File: config.mk
export PLATFORM = sky130hd
export DESIGN_NAME = rx_source_sel
export DESIGN_NICKNAME = d
export VERILOG_FILES = /design/src/rtl/rx_source_sel.sv
export SDC_FILE = /design/constraint.sdc
export NUM_CORES = 1
export LEC_CHECK = 0
export CAP_MARGIN = 0
export CORE_MARGIN = 2
export CORE_UTILIZATION = 49
export CTS_BUF_LIST = sky130_fd_sc_hd__clkbuf_2
export CTS_CLUSTER_DIAMETER = 80
export DETAILED_ROUTE_END_ITERATION = 8
export GPL_TIMING_DRIVEN = 0
export PLACE_DENSITY = 0.83
export SYNTH_ARGS = -nofsm -noshare
export SYNTH_HDL_FRONTEND = slang
export SYNTH_SLANG_ARGS = --single-unit
File: constraint.sdc
create_clock -name clock -period 2.95 [get_ports clock]
set_clock_uncertainty 0.15 [all_clocks]
set_input_delay 0.4425 -clock clock [delete_from_list [all_inputs] [get_ports clock]]
set_output_delay 0.4425 -clock clock [all_outputs]
set_load 0.01 [all_outputs]
File: src/rtl/rx_source_sel.sv
// rx_source_sel
//   Receive-side per-channel source selector and test-pattern generator that
//   sits between the DDC chains and rx_buffer. Each baseband channel (I and Q
//   counted separately) independently outputs DDC data, latched TX loopback
//   data, a ramp counter, or a shared 15-bit PRBS. The mode register is written
//   over the serial settings bus and is applied only on a sample strobe.
//
// Parameters
//   NCHAN  number of baseband channels, 1..8
//   WIDTH  sample width in bits, 15..32
//   ADDR   serial settings address of the mode register
//
// Ports
//   clock         master DSP clock (clk64), rising edge
//   reset         synchronous active-high reset (rx_dsp_reset)
//   enable        enable_rx; generators are held at their seeds while low
//   serial_strobe settings write strobe
//   serial_addr   settings address
//   serial_data   settings data; bits [2k+1:2k] are the mode of channel k
//   in_strobe     sample strobe (hb_strobe), one-cycle pulse
//   rx_in         DDC samples, channel k at [k*WIDTH +: WIDTH]
//   tx_strobe     interpolator strobe qualifying tx_in
//   tx_in         TX baseband samples for loopback
//   rx_out        selected samples, registered
//   out_strobe    one-cycle pulse when rx_out has been updated
//   active_modes  modes currently applied, for serial readback

module rx_source_sel #(
  parameter int         NCHAN = 8,
  parameter int         WIDTH = 16,
  parameter logic [6:0] ADDR  = 7'd50
) (
  input  logic                   clock,
  input  logic                   reset,
  input  logic                   enable,
  input  logic                   serial_strobe,
  input  logic [6:0]             serial_addr,
  input  logic [31:0]            serial_data,
  input  logic                   in_strobe,
  input  logic [NCHAN*WIDTH-1:0] rx_in,
  input  logic                   tx_strobe,
  input  logic [NCHAN*WIDTH-1:0] tx_in,
  output logic [NCHAN*WIDTH-1:0] rx_out,
  output logic                   out_strobe,
  output logic [2*NCHAN-1:0]     active_modes
);

  localparam int MW = 2 * NCHAN;

  localparam logic [1:0] MODE_DDC  = 2'd0;
  localparam logic [1:0] MODE_LOOP = 2'd1;
  localparam logic [1:0] MODE_CNT  = 2'd2;
  localparam logic [1:0] MODE_PRBS = 2'd3;

  localparam logic [14:0] LFSR_SEED = 15'h0001;

  // Control state
  logic [MW-1:0]          active;
  logic [MW-1:0]          pending;
  logic                   pending_valid;
  logic                   vld_p0;

  // Generator and loopback state
  logic [WIDTH-1:0]       cnt;
  logic [14:0]            lfsr;
  logic [NCHAN*WIDTH-1:0] tx_lat;

  // Selection result feeding the output register
  logic [MW-1:0]          eff_mode;
  logic [NCHAN*WIDTH-1:0] sel_data;
  logic                   take;
  logic                   write_hit;

  // x^15 + x^14 + 1 Fibonacci step; the feedback bit enters at bit 0.
  function automatic logic [14:0] lfsr_step(input logic [14:0] s);
    return {s[13:0], s[14] ^ s[13]};
  endfunction

  // Ramp value for channel k: channels of one strobe read consecutive values.
  function automatic logic [WIDTH-1:0] ramp_value(input logic [WIDTH-1:0] base,
                                                  input int unsigned k);
    return base + WIDTH'(k);
  endfunction

  // Per-channel source multiplexer.
  function automatic logic [WIDTH-1:0] pick_source(input logic [1:0]       mode,
                                                   input logic [WIDTH-1:0] ddc,
                                                   input logic [WIDTH-1:0] loop,
                                                   input logic [WIDTH-1:0] ramp,
                                                   input logic [14:0]      prbs);
    logic [WIDTH-1:0] r;
    r = ddc;
    case (mode)
      MODE_DDC:  r = ddc;
      MODE_LOOP: r = loop;
      MODE_CNT:  r = ramp;
      MODE_PRBS: r = WIDTH'(prbs);
      default:   r = ddc;
    endcase
    return r;
  endfunction

  assign write_hit = serial_strobe && (serial_addr == ADDR);
  assign take      = in_strobe && enable;

  // A write that has not yet met a strobe overrides the applied modes, so the
  // first strobe after the write already uses it.
  assign eff_mode  = pending_valid ? pending : active;

  // ---- stage p0: combinational selection from current state ----
  always_comb begin
    sel_data = '0;
    for (int k = 0; k < NCHAN; k++) begin
      sel_data[k*WIDTH +: WIDTH] = pick_source(eff_mode[2*k +: 2],
                                               rx_in[k*WIDTH +: WIDTH],
                                               tx_lat[k*WIDTH +: WIDTH],
                                               ramp_value(cnt, k),
                                               lfsr);
    end
  end

  // ---- stage p1: registered outputs and state update ----
  always_ff @(posedge clock) begin
    if (reset) begin
      rx_out        <= '0;
      vld_p0        <= 1'b0;
      active        <= '0;
      pending       <= '0;
      pending_valid <= 1'b0;
      cnt           <= '0;
      lfsr          <= LFSR_SEED;
      tx_lat        <= '0;
    end else begin
      vld_p0 <= take;

      if (take) begin
        rx_out        <= sel_data;
        active        <= eff_mode;
        pending_valid <= 1'b0;
        cnt           <= cnt + WIDTH'(NCHAN);
        lfsr          <= lfsr_step(lfsr);
      end

      // Disabled: generators restart from their seeds on re-enable.
      if (!enable) begin
        cnt  <= '0;
        lfsr <= LFSR_SEED;
      end

      // Placed after the strobe clear so a write coinciding with a strobe
      // stays pending for the next one.
      if (write_hit) begin
        pending       <= serial_data[MW-1:0];
        pending_valid <= 1'b1;
      end

      // Same-cycle strobe reads the old latch; the new value is used later.
      if (tx_strobe) begin
        tx_lat <= tx_in;
      end
    end
  end

  assign out_strobe   = vld_p0;
  assign active_modes = active;

endmodule

==> results_dict.tcl <==
set metrics [dict create \
    std_cell_rows 62 \
    drive_gt1_frac 0.130 \
    core_um2 28800 \
    synth-seq-cells 318 \
    power.density_nw_per_um2 468 \
    synth.yosys.seq_area_share 0.443 \
    h-tree-depth 3 \
    wirelength_mm 61.4 \
    first_pass_iters 7 \
    ant_nets 0 \
    p_leak_nw 7.89 \
    num-fill-cells 2197 \
    cts.sinks 318 \
    syn-cell-area_um2 14400 \
    grt_pass1_vias 14246 \
    setup_ws_ns 0.139 \
    first_iter_violations 1677 \
    rsz0062_at_grt "no" \
    track_usage 0.393 \
    min-delay-path-class "in2reg" \
    endpoint_kind "flop" \
    crit_type "reg2reg" \
    clk_pin_slew_ns 0.11 \
    crit_family "simple AND/OR/NAND/NOR gates" \
    crit_fanout 10 \
    syn_inst 1413 \
    initial_utilization 0.499 \
    die_area_um2 30700 \
    post-route-util 0.694 \
    syn-mean-instance-area_um2 10.2 \
    hold_viol 0 \
    yosysWarnings 0 \
    antenna_found_initial 6 \
    status "finished clean" \
    slew_headroom 0.0825 \
    io_buffers 427 \
    vias_per_cell 5.99 \
    pre_cts_ws_ns -0.439 \
    area_delta_synth_final_pct 39.1 \
    whs_ns 0.0174 \
    syn_nets 1715 \
    stdcell_count 2380 \
    die_x_um 175 \
    maxClockFrequency_mhz 356 \
    finalCriticalPeriod_ns 2.81 \
    cts_setup_buffers 0 \
    grt_pass1_wl_mm 88.1 \
    required_ns 3.52 \
    final_nets 2242 \
    dp.cells 2224 \
    vias 14266 \
    root_buffer "clkbuf_2" \
    arrival_ns 3.38 \
    place_congestion 0.918 \
    setup_tns_ns 0 \
    io_pins 446 \
    setup_violations 0 \
    clk_latency_ns 0.89 \
    wl_per_cell_um 25.8 \
    cts_buffers 80 \
    ys_types 43 \
    fin_crit_sh 0.953 \
    critical_path.max_stage_delay_ns 0.94 \
    crit_chain "clkbuf_1, nand2_1, nor4_1, xnor2_1, nor2_1" \
    dieHeight_um 175 \
    drv_slew 0 \
    cp_slowest_cell "clkbuf_1" \
    crit_buf_inv 1 \
    dp_hpwl_mm 43.6 \
    max_slew.worst_pin.slew_ns 1.38 \
    grt_overflow 0 \
    cts_tree "built" \
    drc 0 \
    ir_drop_mv 0.238 \
    grt_max_degree 12 \
    cts_max_path_buffers 3 \
    timing.max_cap.violations 0 \
    cp-start-kind "flop" \
]
[cell type report]
type | count | area [µm²] | area share
antenna | 5 | 12.5 | 0.000626
sequential | 318 | 6370 | 0.319
tap | 384 | 480 | 0.0240
timing repair buffer | 445 | 4450 | 0.223
buffer | 132 | 622 | 0.0311
multi-input combinational | 960 | 7360 | 0.368
inverter | 3 | 11.3 | 0.000563
clock inverter | 21 | 114 | 0.00570
clock buffer | 112 | 561 | 0.0280
[worst reg2reg max path: stages, from the launching register on]
cell and delay (ns):
dfxtp_1 0.37, clkbuf_1 0.94, nand2_1 0.49, nor4_1 0.47, xnor2_1 0.18, nor2_1 0.06
[cells in the final DEF, fill, tap and decap left out, types with 11 or more instances in the layout]
cell type,instances
clkdlybuf4s50_1,427
dfxtp_1,318
nand2_1,187
nor2_1,187
mux2i_1,185
a21oi_1,125
clkbuf_2,112
clkbuf_1,82
mux4_2,66
o21ai_0,28
mux2_2,26
o221ai_1,18
o22ai_1,18
dlygate4sd3_1,18
buf_2,16
mux4_1,16
clkinv_1,15
buf_4,14
buf_1,14
a211oi_1,11
[layer usage]
metal | share of wire | GRT usage | vias up | wire length (µm)
met5 | 0.00039 | 0 | - | 24
met4 | 0.059 | 0.214 | 4 | 3600
met3 | 0.13 | 0.112 | 227 | 7710
met2 | 0.45 | 0.609 | 1079 | 27400
met1 | 0.37 | 0.495 | 6820 | 22700
li1 | - | - | 6136 | -
[synth_stat cells, drive strengths merged]
cell type	number	area [µm²]
nor2	187	702
or3	1	6.26
nand3	7	35.0
or2	2	12.5
o211a	7	70.1
nand4	4	25.0
inv	3	11.3
o221ai	18	158
mux2	27	308
nand2	187	702
nand4b	2	17.5
xnor2	10	87.6
a31o	2	17.5
ha	1	12.5
nor2b	1	6.26
a21oi	125	626
buf	50	314
mux2i	193	2010
clkbuf	82	308
a221oi	3	26.3
a311oi	7	61.3
dfxtp	318	6370
o32ai	2	17.5
o21ai	28	140
a21o	5	37.5
xor2	2	17.5
a2111oi	1	8.76
o22ai	18	113
a31oi	10	62.6
and2	1	6.26
nor4	6	37.5
nor3	5	25.0
a211oi	11	82.6
nand2b	5	31.3
mux4	82	1910
[kinds of logic (layout without fill, tap and decap cells)]
family | Yosys count | in the layout | share of synthesized area
buffers and inverters | 135 | 713 | 0.0441
AOI/OAI and AO/OA | 237 | 237 | 0.0989
xor gates and xnor gates | 12 | 12 | 0.00732
adders and majority gates | 1 | 1 | 0.000871
muxes | 302 | 302 | 0.294
and+or+nand+nor | 408 | 408 | 0.112
other | 0 | 5 | 0
DFF | 318 | 318 | 0.443
[sequential cells by signal (all words and copies together), names as in the netlist]
signal	count
rx_out	128
tx_lat	128
active_modes	16
pending	16
lfsr	15
cnt	13
out_strobe	1
pending_valid	1
[path summary, 6_finish.rpt]
| path | start | endpoint | slack (ns) | cells past startpoint |
|---|---|---|---|---|
| setup / recovery | cnt[5]$_SDFFE_PP0P_ | cnt[13]$_SDFFE_PP0P_ | 0.14 | 5 |
| setup reg to reg | cnt[5]$_SDFFE_PP0P_ | cnt[13]$_SDFFE_PP0P_ | 0.14 | 5 |
| hold reg to reg | rx_out[103]$_SDFFE_PP0P_ | rx_out[103]$_SDFFE_PP0P_ | 0.31 | 2 |
| hold / removal | tx_in[121] | tx_lat[121]$_SDFFE_PP0P_ | 0.02 | 3 |
[power breakdown]
group | leakage, nW | internal (mW) | switching (mW)
logic | 4.77 | 0.974 | 0.819
clock network | 0.516 | 1.10 | 1.82
registers | 2.61 | 4.51 | 0.132
[metrics by stage]
stage          area [µm²]  power, mW
2_1_floorplan       14400       5.55
3_3_place_gp        19100       6.44
3_5_place_dp        19100       6.47
4_1_cts             20000       9.33
5_1_grt             20000       9.73
6_report            20000       9.36
[what timing repair did]
action                                  4_1_cts  5_1_grt
gates resized for setup                       0        0
hold buffers                                 18        0
endpoints found under the setup margin        0        0
hold endpoints to repair                     24        0
No activity file was read; power rests on OpenSTA's default activity.
